### src/rtl/axi_rd_mem_responder.sv
// AXI4 read-channel responder fronting a 1-cycle-latency synchronous SRAM.
// Serves FIXED/INCR/WRAP bursts, buffering beats in a 2-entry skid FIFO.
//
// Ports:
//   clock, reset       : clock, async active-low reset
//   ar*                : AR request (arvalid/arready, araddr, arid, arlen,
//                        arsize, arburst)
//   r*                 : R beat (rvalid/rready, rdata, rresp, rlast, rid)
//   mem_en, mem_addr   : SRAM read request (word address)
//   mem_rdata          : SRAM data, valid the cycle after mem_en
//
// Optional feature macro: AXI_RD_RSP_RANGE_CHK_EN
//   defined   -> beats whose word address is >= MEM_DEPTH return DECERR
//   undefined -> word address wraps modulo MEM_DEPTH (power of two)

module axi_rd_mem_responder #(
    parameter int DATA_W    = 128,
    parameter int ADDR_W    = 64,
    parameter int ID_W      = 4,
    parameter int MEM_DEPTH = 1024,
    localparam int MA_W     = $clog2(MEM_DEPTH)
) (
    input  logic              clock,
    input  logic              reset,
    input  logic              arvalid,
    input  logic [ADDR_W-1:0] araddr,
    input  logic [ID_W-1:0]   arid,
    input  logic [7:0]        arlen,
    input  logic [2:0]        arsize,
    input  logic [1:0]        arburst,
    output logic              arready,
    output logic              rvalid,
    input  logic              rready,
    output logic [DATA_W-1:0] rdata,
    output logic [1:0]        rresp,
    output logic              rlast,
    output logic [ID_W-1:0]   rid,
    output logic              mem_en,
    output logic [MA_W-1:0]   mem_addr,
    input  logic [DATA_W-1:0] mem_rdata
);

    localparam logic [2:0] BEAT_SIZE = 3'($clog2(DATA_W / 8));
    localparam logic [1:0] RESP_OKAY = 2'b00;
    localparam logic [1:0] RESP_SLV  = 2'b10;
    localparam logic [1:0] RESP_DEC  = 2'b11;

    typedef enum logic [0:0] {
        IDLE,
        BURST
    } state_t;

    state_t state_q, state_d;

    logic              arready_q;
    logic [ADDR_W-1:0] ba_q;
    logic [7:0]        len_q;
    logic [1:0]        burst_q;
    logic [ID_W-1:0]   id_q;
    logic              err_q;
    logic [8:0]        issue_cnt_q;

    // One-deep tag pipe tracking the beat whose SRAM data returns next.
    logic              pipe_vld_q;
    logic [1:0]        pipe_resp_q;
    logic              pipe_last_q;

    logic [DATA_W-1:0] fifo_data_q [2];
    logic [1:0]        fifo_resp_q [2];
    logic              fifo_last_q [2];
    logic              wr_ptr_q;
    logic              rd_ptr_q;
    logic [1:0]        cnt_q;

    logic              accept;
    logic              pop;
    logic              issue;
    logic              beat_last;
    logic [1:0]        beat_resp;
    logic              oor;
    logic              bad_req;
    logic [ADDR_W-1:0] ba_next;
    logic [ADDR_W-1:0] wrap_mask;

    assign arready  = arready_q;
    assign rvalid   = (cnt_q != 2'd0);
    assign rdata    = fifo_data_q[rd_ptr_q];
    assign rresp    = fifo_resp_q[rd_ptr_q];
    assign rlast    = fifo_last_q[rd_ptr_q];
    assign rid      = id_q;
    assign mem_addr = ba_q[MA_W+3:4];

`ifdef AXI_RD_RSP_RANGE_CHK_EN
    assign oor = (ba_q >> 4) >= ADDR_W'(MEM_DEPTH);
`else
    assign oor = 1'b0;
`endif

    always_comb begin
        state_d   = state_q;
        accept    = 1'b0;
        pop       = 1'b0;
        issue     = 1'b0;
        mem_en    = 1'b0;
        beat_last = 1'b0;
        beat_resp = RESP_OKAY;
        bad_req   = 1'b0;
        ba_next   = ba_q;
        wrap_mask = {{(ADDR_W-12){1'b0}}, len_q, 4'hF};

        bad_req = (arsize != BEAT_SIZE) || (arburst == 2'b11) ||
                  ((arburst == 2'b10) &&
                   !((arlen == 8'd1) || (arlen == 8'd3) ||
                     (arlen == 8'd7) || (arlen == 8'd15)));

        if (err_q) begin
            beat_resp = RESP_SLV;
        end else if (oor) begin
            beat_resp = RESP_DEC;
        end

        case (burst_q)
            2'b00:   ba_next = ba_q;
            2'b10:   ba_next = (ba_q & ~wrap_mask) |
                               ((ba_q + ADDR_W'(16)) & wrap_mask);
            default: ba_next = ba_q + ADDR_W'(16);
        endcase

        pop       = rvalid && rready;
        beat_last = (issue_cnt_q == {1'b0, len_q});

        case (state_q)
            IDLE: begin
                accept = arvalid && arready_q;
                if (accept) begin
                    state_d = BURST;
                end
            end
            BURST: begin
                // Credit the beat leaving this cycle so a steady stream
                // keeps one read in flight and one entry buffered.
                issue = (issue_cnt_q <= {1'b0, len_q}) &&
                        (({1'b0, cnt_q} + {2'b0, pipe_vld_q} -
                          {2'b0, pop}) < 3'd2);
                mem_en = issue && (beat_resp == RESP_OKAY);
                if (pop && rlast) begin
                    state_d = IDLE;
                end
            end
            default: state_d = IDLE;
        endcase
    end

    always_ff @(posedge clock or negedge reset) begin
        if (!reset) begin
            state_q     <= IDLE;
            arready_q   <= 1'b0;
            ba_q        <= '0;
            len_q       <= '0;
            burst_q     <= '0;
            id_q        <= '0;
            err_q       <= 1'b0;
            issue_cnt_q <= '0;
            pipe_vld_q  <= 1'b0;
            pipe_resp_q <= '0;
            pipe_last_q <= 1'b0;
        end else begin
            state_q    <= state_d;
            arready_q  <= (state_d == IDLE);
            pipe_vld_q <= issue;
            if (issue) begin
                pipe_resp_q <= beat_resp;
                pipe_last_q <= beat_last;
                ba_q        <= ba_next;
                issue_cnt_q <= issue_cnt_q + 9'd1;
            end
            if (accept) begin
                ba_q        <= araddr;
                len_q       <= arlen;
                burst_q     <= arburst;
                id_q        <= arid;
                err_q       <= bad_req;
                issue_cnt_q <= '0;
            end
        end
    end

    always_ff @(posedge clock or negedge reset) begin
        if (!reset) begin
            for (int i = 0; i < 2; i++) begin
                fifo_data_q[i] <= '0;
                fifo_resp_q[i] <= '0;
                fifo_last_q[i] <= 1'b0;
            end
            wr_ptr_q <= 1'b0;
            rd_ptr_q <= 1'b0;
            cnt_q    <= '0;
        end else begin
            if (pipe_vld_q) begin
                fifo_data_q[wr_ptr_q] <= (pipe_resp_q == RESP_OKAY) ?
                                         mem_rdata : '0;
                fifo_resp_q[wr_ptr_q] <= pipe_resp_q;
                fifo_last_q[wr_ptr_q] <= pipe_last_q;
                wr_ptr_q              <= ~wr_ptr_q;
            end
            if (pop) begin
                rd_ptr_q <= ~rd_ptr_q;
            end
            cnt_q <= cnt_q + {1'b0, pipe_vld_q} - {1'b0, pop};
        end
    end

endmodule

### config.mk
export PLATFORM = sky130hd
export DESIGN_NAME = axi_rd_mem_responder
export DESIGN_NICKNAME = d
export VERILOG_FILES = /design/src/rtl/axi_rd_mem_responder.sv
export SDC_FILE = /design/constraint.sdc
export NUM_CORES = 1
export LEC_CHECK = 0
export CAP_MARGIN = 20
export CORE_UTILIZATION = 46
export CTS_BUF_LIST = sky130_fd_sc_hd__clkbuf_4 sky130_fd_sc_hd__clkbuf_8
export DETAILED_ROUTE_END_ITERATION = 6
export GPL_ROUTABILITY_DRIVEN = 0
export PLACE_DENSITY = 0.79
export SYNTH_ARGS = -nofsm -noshare
export SYNTH_HDL_FRONTEND = slang
export SYNTH_SLANG_ARGS = --single-unit
export TNS_END_PERCENT = 20
### constraint.sdc
create_clock -name clock -period 5.15 [get_ports clock]
set_clock_uncertainty 0.1 [all_clocks]
set_input_delay 1.545 -clock clock [delete_from_list [all_inputs] [get_ports clock]]
set_output_delay 1.545 -clock clock [all_outputs]
set_load 0.1 [all_outputs]
======== Word level (Yosys, flattened, before mapping) ========
Cells that the tools add are included.
storage, ports and cells
  register bits ........................... 360
  bits of input ports ..................... 213
  logic and storage cells ................. 101
operators by class
  $add $sub $neg .......................... 6
  magnitude comparators ................... 5
  eq/ne operators ......................... 10
  mux-type cells .......................... 31
  bitwise gates (word level) .............. 10
  reduce and logical (&&, ||, !) cells .... 19
operators with widths
  cell                                            number
  two-way mux 128 bit                             5
  bitwise mux 256 bit                             1
  demux 128 bit (select 1 bit)                    1
  two-way mux 64 bit                              2
  one-hot mux 64 bit (2 select lines)             1
  adder 64 x 5 -> 64 bit (second input constant)  1
  bitwise AND 64 x 12 -> 64 bit                   1
  bitwise AND 64 bit                              1
  NOT 12 -> 64 bit                                1
  OR 64 bit                                       1
  two-way mux 9 bit                               2
  two-way mux 2 bit                               5
  adder 9 x 1 -> 9 bit (second input constant)    1
  == test 9 x 8 -> 1 bit                          1
  <= comparator 9 x 8 -> 1 bit                    1
  two-way mux 1 bit                               9
  == test 8 x 1 -> 1 bit (second input constant)  1
  == test 8 x 2 -> 1 bit (second input constant)  1
  == test 8 x 3 -> 1 bit (second input constant)  1
  == test 8 x 4 -> 1 bit (second input constant)  1
  logical AND 1 bit                               7
  == test 2 bit (second input constant)           3
  logical NOT 2 bit                               3
  logical OR 1 bit                                5
  other kinds (19)                                25

======== Longest topological paths before layout ========
  depth in word-level cells ............... 8
  mapped depth ............................ 15
  gate-level depth less buffers ........... 14

======== Least setup slack after synthesis ========
OpenSTA, ideal clock, no wires.
  kind .................................... input to output
  start ................................... input rready
  end ..................................... output mem_en
  arrival time ............................ 4.652 ns
  data required time ...................... 3.505 ns
  slack ................................... -1.147 ns
  cell stages on the path ................. 11
  buffers on the path ..................... 1
  cell sequence ........................... and2_1 > ha_1 > inv_1 > ha_1 > fa_1 > nor2_1 > nand3_1 > a21o_1 > a21o_1 > buf_2 > nor2_1
on the way
  word-level cells in the longest chain between the ends .. 6
RTL lines
  what                                 RTL line  text
  from (decl)                          33        input logic rready,
  logical AND 1 bit                    129       pop = rvalid && rready;
  subtractor 3 x 1 -> 3 bit            143       (({1'b0, cnt_q} + {2'b0, pipe_vld_q} -
  less-than comparator 3 x 2 -> 1 bit  144       {2'b0, pop}) < 3'd2);
  logical AND 1 bit                    142       issue = (issue_cnt_q <= {1'b0, len_q}) &&
  logical AND 1 bit                    145       mem_en = issue && (beat_resp == RESP_OKAY);
  two-way mux 1 bit                    132       case (state_q)
  to (decl)                            38        output logic mem_en,
No other way between the ends.

======== Worst setup path in the final report ========
  start ................................... input rready
  end ..................................... output mem_en
on the way
  word-level cells in the longest chain between the ends .. 6
RTL lines
  what                                 RTL line  text
  logical AND 1 bit                    129
  named net pop                        76        logic pop;
  subtractor 3 x 1 -> 3 bit            143
  less-than comparator 3 x 2 -> 1 bit  144
  logical AND 1 bit                    142
  logical AND 1 bit                    145
  two-way mux 1 bit                    132
The timed path passes the listed nets, and every way through them passes these cells.

==> impl_metrics.env <==
export IMPL_status="finished clean"
export IMPL_nets=1880
export IMPL_die_w_um=174
export IMPL_area_growth_syn_to_layout_pct=30.0
export IMPL_grt_pass1_wl_um=55500
export IMPL_cap_violations=0
export IMPL_clockRootBuffer="clkbuf_8"
export IMPL_finalCritPeriodShare_pct=99.9
export IMPL_final_layout_size_suffix_gt1_share_pct=22.7
export IMPL_cp_cell_sequence="buf_6, and2_4, ha_4, inv_2, ha_4, fa_2, nor2_2, nand3_1, a21o_1, a21o_1, nor2_4, buf_12"
export IMPL_worstHoldPathType="reg2reg"
export IMPL_clk_path_buf_depth=3
export IMPL_port_buffers=305
export IMPL_endpoint_kind="primary output"
export IMPL_grt_pass1_vias=10700
export IMPL_grtUsageTotal_pct=22.5
export IMPL_syn_nets=1603
export IMPL_detail_route_vias_per_cell=5.19
export IMPL_antenna_found_initial=0
export IMPL_diodes=0
export IMPL_vias=10700
export IMPL_worst_pin_slew_ns=1.01
export IMPL_setup_slack_ns=0.00276
export IMPL_firstDrtPassIters=4
export IMPL_synth_avg_cell_area_um2=9.94
export IMPL_drv_slew=0
export IMPL_numCtsBuffers=52
export IMPL_place_ws_ns=-0.409
export IMPL_ys_seq_area_share_pct=55.4
export IMPL_path_buf_inv=3
export IMPL_crit_type="in2out"
export IMPL_start_util_pct=47.2
export IMPL_slew_headroom_pct=32.6
export IMPL_critPathMaxFanout=2
export IMPL_synth_edf_count=0
export IMPL_die_h_um=174
export IMPL_drtAntennaViolNets=0
export IMPL_hold_depth=2
export IMPL_drt_iter0_drc=788
export IMPL_grt_max_degree=146
export IMPL_cts_max_level=2
export IMPL_setup_viol=0
export IMPL_multi_input_area_um2=5710
export IMPL_path_delay_family="adder cells"
export IMPL_finalHoldViolCount=0
export IMPL_synth_seq_cells=303
export IMPL_cp_start_kind="input port"
export IMPL_netlist_top_cells_area="dfrtp_1 55%, mux2_2 11%, o21ai_0 9.8%"
export IMPL_placed_cells=1983
export IMPL_stdcell_count=2069
export IMPL_fin_area_um2=17800
export IMPL_ys_warn_count=0
export IMPL_clock_sinks=303
export IMPL_clock_latency_ns=0.56
export IMPL_async_flop_share_pct=100
export IMPL_yosys_area_top_type="dfrtp_1"
export IMPL_core_area_um2=29000
export IMPL_yosys_cell_types_count=43
export IMPL_place_hpwl_um=22200
export IMPL_rsz0062_at_grt="yes"
export IMPL_cts_tree="yes"
export IMPL_synth_top_area_share_pct=55.4
export IMPL_dieArea_um2=30400
export IMPL_syn_inst=1377
export IMPL_wl_um=34400
export IMPL_placed_area_um2=16800
export IMPL_slowest_delay_ns=0.42
export IMPL_netlist_area_um2=13700
export IMPL_io_pins=361
export IMPL_min_period_ns=5.15
export IMPL_worstPathArrival_ns=3.50
export IMPL_synth_flop_cell="dfrtp_1"
export IMPL_clkTransAtPathRegs_ns=0.06
export IMPL_crit_slowest_cell="fa_2"
export IMPL_fmax_ghz=0.194
export IMPL_grt_overflow=0
export IMPL_ff_latch_area_um2=7590
export IMPL_crit_required_ns=3.51
export IMPL_wl_per_cell_um=16.6
export IMPL_worst_path_stages=12
export IMPL_hold_buffers=0
export IMPL_rows=62
export IMPL_drc_errors=0
export IMPL_nFillCells=2384
export IMPL_rr_worst_depth=14
[flip-flops by register name (all words and copies together), names as in the netlist, 2 cells and up, named ones only]
signal and flops:
fifo_data_q 256, issue_cnt_q 9, len_q 8, rid 4, ba_q 3, burst_q 2, cnt_q 2, fifo_last_q 2
fifo_resp_q 2
[cells in the mapped netlist (3+ instances only)]
| cell type | instances |
|---|---|
| inv_1 | 17 |
| nor2_1 | 19 |
| xnor2_1 | 7 |
| o31ai_1 | 4 |
| mux2_2 | 134 |
| xor2_1 | 3 |
| ha_1 | 12 |
| nand2b_1 | 131 |
| clkbuf_1 | 87 |
| a21oi_1 | 13 |
| a31oi_1 | 4 |
| or4_1 | 4 |
| o21ai_0 | 267 |
| nand4_1 | 4 |
| a2111oi_0 | 5 |
| nand3_1 | 11 |
| a21o_1 | 4 |
| buf_1 | 7 |
| nand2_1 | 309 |
| dfrtp_1 | 303 |
[final cells by class]
| type | instances | share of cell area, % |
|---|---|---|
| Sequential cell | 303 | 42.7 |
| Multi-Input combinational cell | 959 | 32.1 |
| Timing Repair Buffer | 321 | 16.5 |
| Clock buffer | 82 | 5.61 |
| Tap cell | 384 | 2.70 |
| Inverter | 17 | 0.359 |
| Clock inverter | 3 | 0.113 |
[final timing paths]
check	startpoint	end	slack (ns)
max in group asynchronous	reset	pipe_resp_q[1]	3.00
min reg2reg	fifo_data_q[137]	fifo_data_q[137]	0.37
max reg2reg	cnt_q[1]	ba_q[13]	1.85
min	fifo_data_q[137]	fifo_data_q[137]	0.37
max	rready	mem_en	0.003
min in group asynchronous	reset	fifo_data_q[86]	0.91
[worst reg2reg max path, cell delays in order (launching register included)]
cell and delay (ns):
dfrtp_1 0.39, inv_1 0.10, nand2_1 0.09, and2_4 0.18, ha_4 0.26, inv_2 0.03
ha_4 0.14, fa_2 0.42, nor2_2 0.09, nand3_1 0.09, a21o_1 0.18, a21o_1 0.21
buf_4 0.21, or4_1 0.53, a31oi_1 0.19
[stage by stage]
stage          setup TNS [ns]  hold WS (ns)  utilization (%)
3_3_place_gp           -0.414         0.355             57.8
5_1_grt               -0.0818         0.384             61.3
4_1_cts              -0.00205         0.377             61.3
2_1_floorplan          -0.319         0.344                -
3_5_place_dp           -0.409         0.365             57.8
6_report                    0         0.371             61.3
[cell usage in the layout, fill, tap and decap left out, types with 5 or more instances in the layout]
master,Yosys,routed
nor2_1,19,16
o21ai_0,267,267
xnor2_1,7,7
a21oi_1,13,13
nand2b_1,131,130
buf_4,1,141
dfrtp_1,303,301
clkbuf_4,0,21
clkbuf_8,0,61
nand3_1,11,11
mux2_2,134,134
buf_12,0,6
ha_1,12,10
clkdlybuf4s50_1,0,172
a2111oi_0,5,5
inv_1,17,16
nand2_1,309,308
[cells by family (layout without fill, tap and decap cells)]
group / after synthesis / in the layout / synth area share (%)
AO/OA/AOI/OAI: 309 / 309 / 11.8
XOR/XNOR: 10 / 10 / 0.640
adder cells (fa/ha/maj): 13 / 13 / 1.24
buffers and inverters: 115 / 423 / 3.26
flip-flops: 303 / 303 / 55.4
multiplexers: 136 / 136 / 11.2
other: 1 / 1 / 0.0274
AND/OR/NAND/NOR: 490 / 490 / 16.4
[repair_timing]
| item | CTS | global route |
|---|---|---|
| endpoints found under the setup margin | 1 | 1 |
| resized for setup | 5 | 1 |
| setup buffers | 1 | 0 |
| pin swaps | 6 | 0 |
[metal layers]
metal / vias to the layer above / global-route usage, % / part of all wire, %
li1: 5178 / - / -
met1: 5161 / 29.9 / 44
met2: 338 / 36.0 / 47
met3: 70 / 5.36 / 6.5
met4: 0 / 7.60 / 2.8
met5: - / 0 / 0
Power is not shown: default switching activity piles up to over one toggle a cycle in this logic, so the estimate is an artifact.
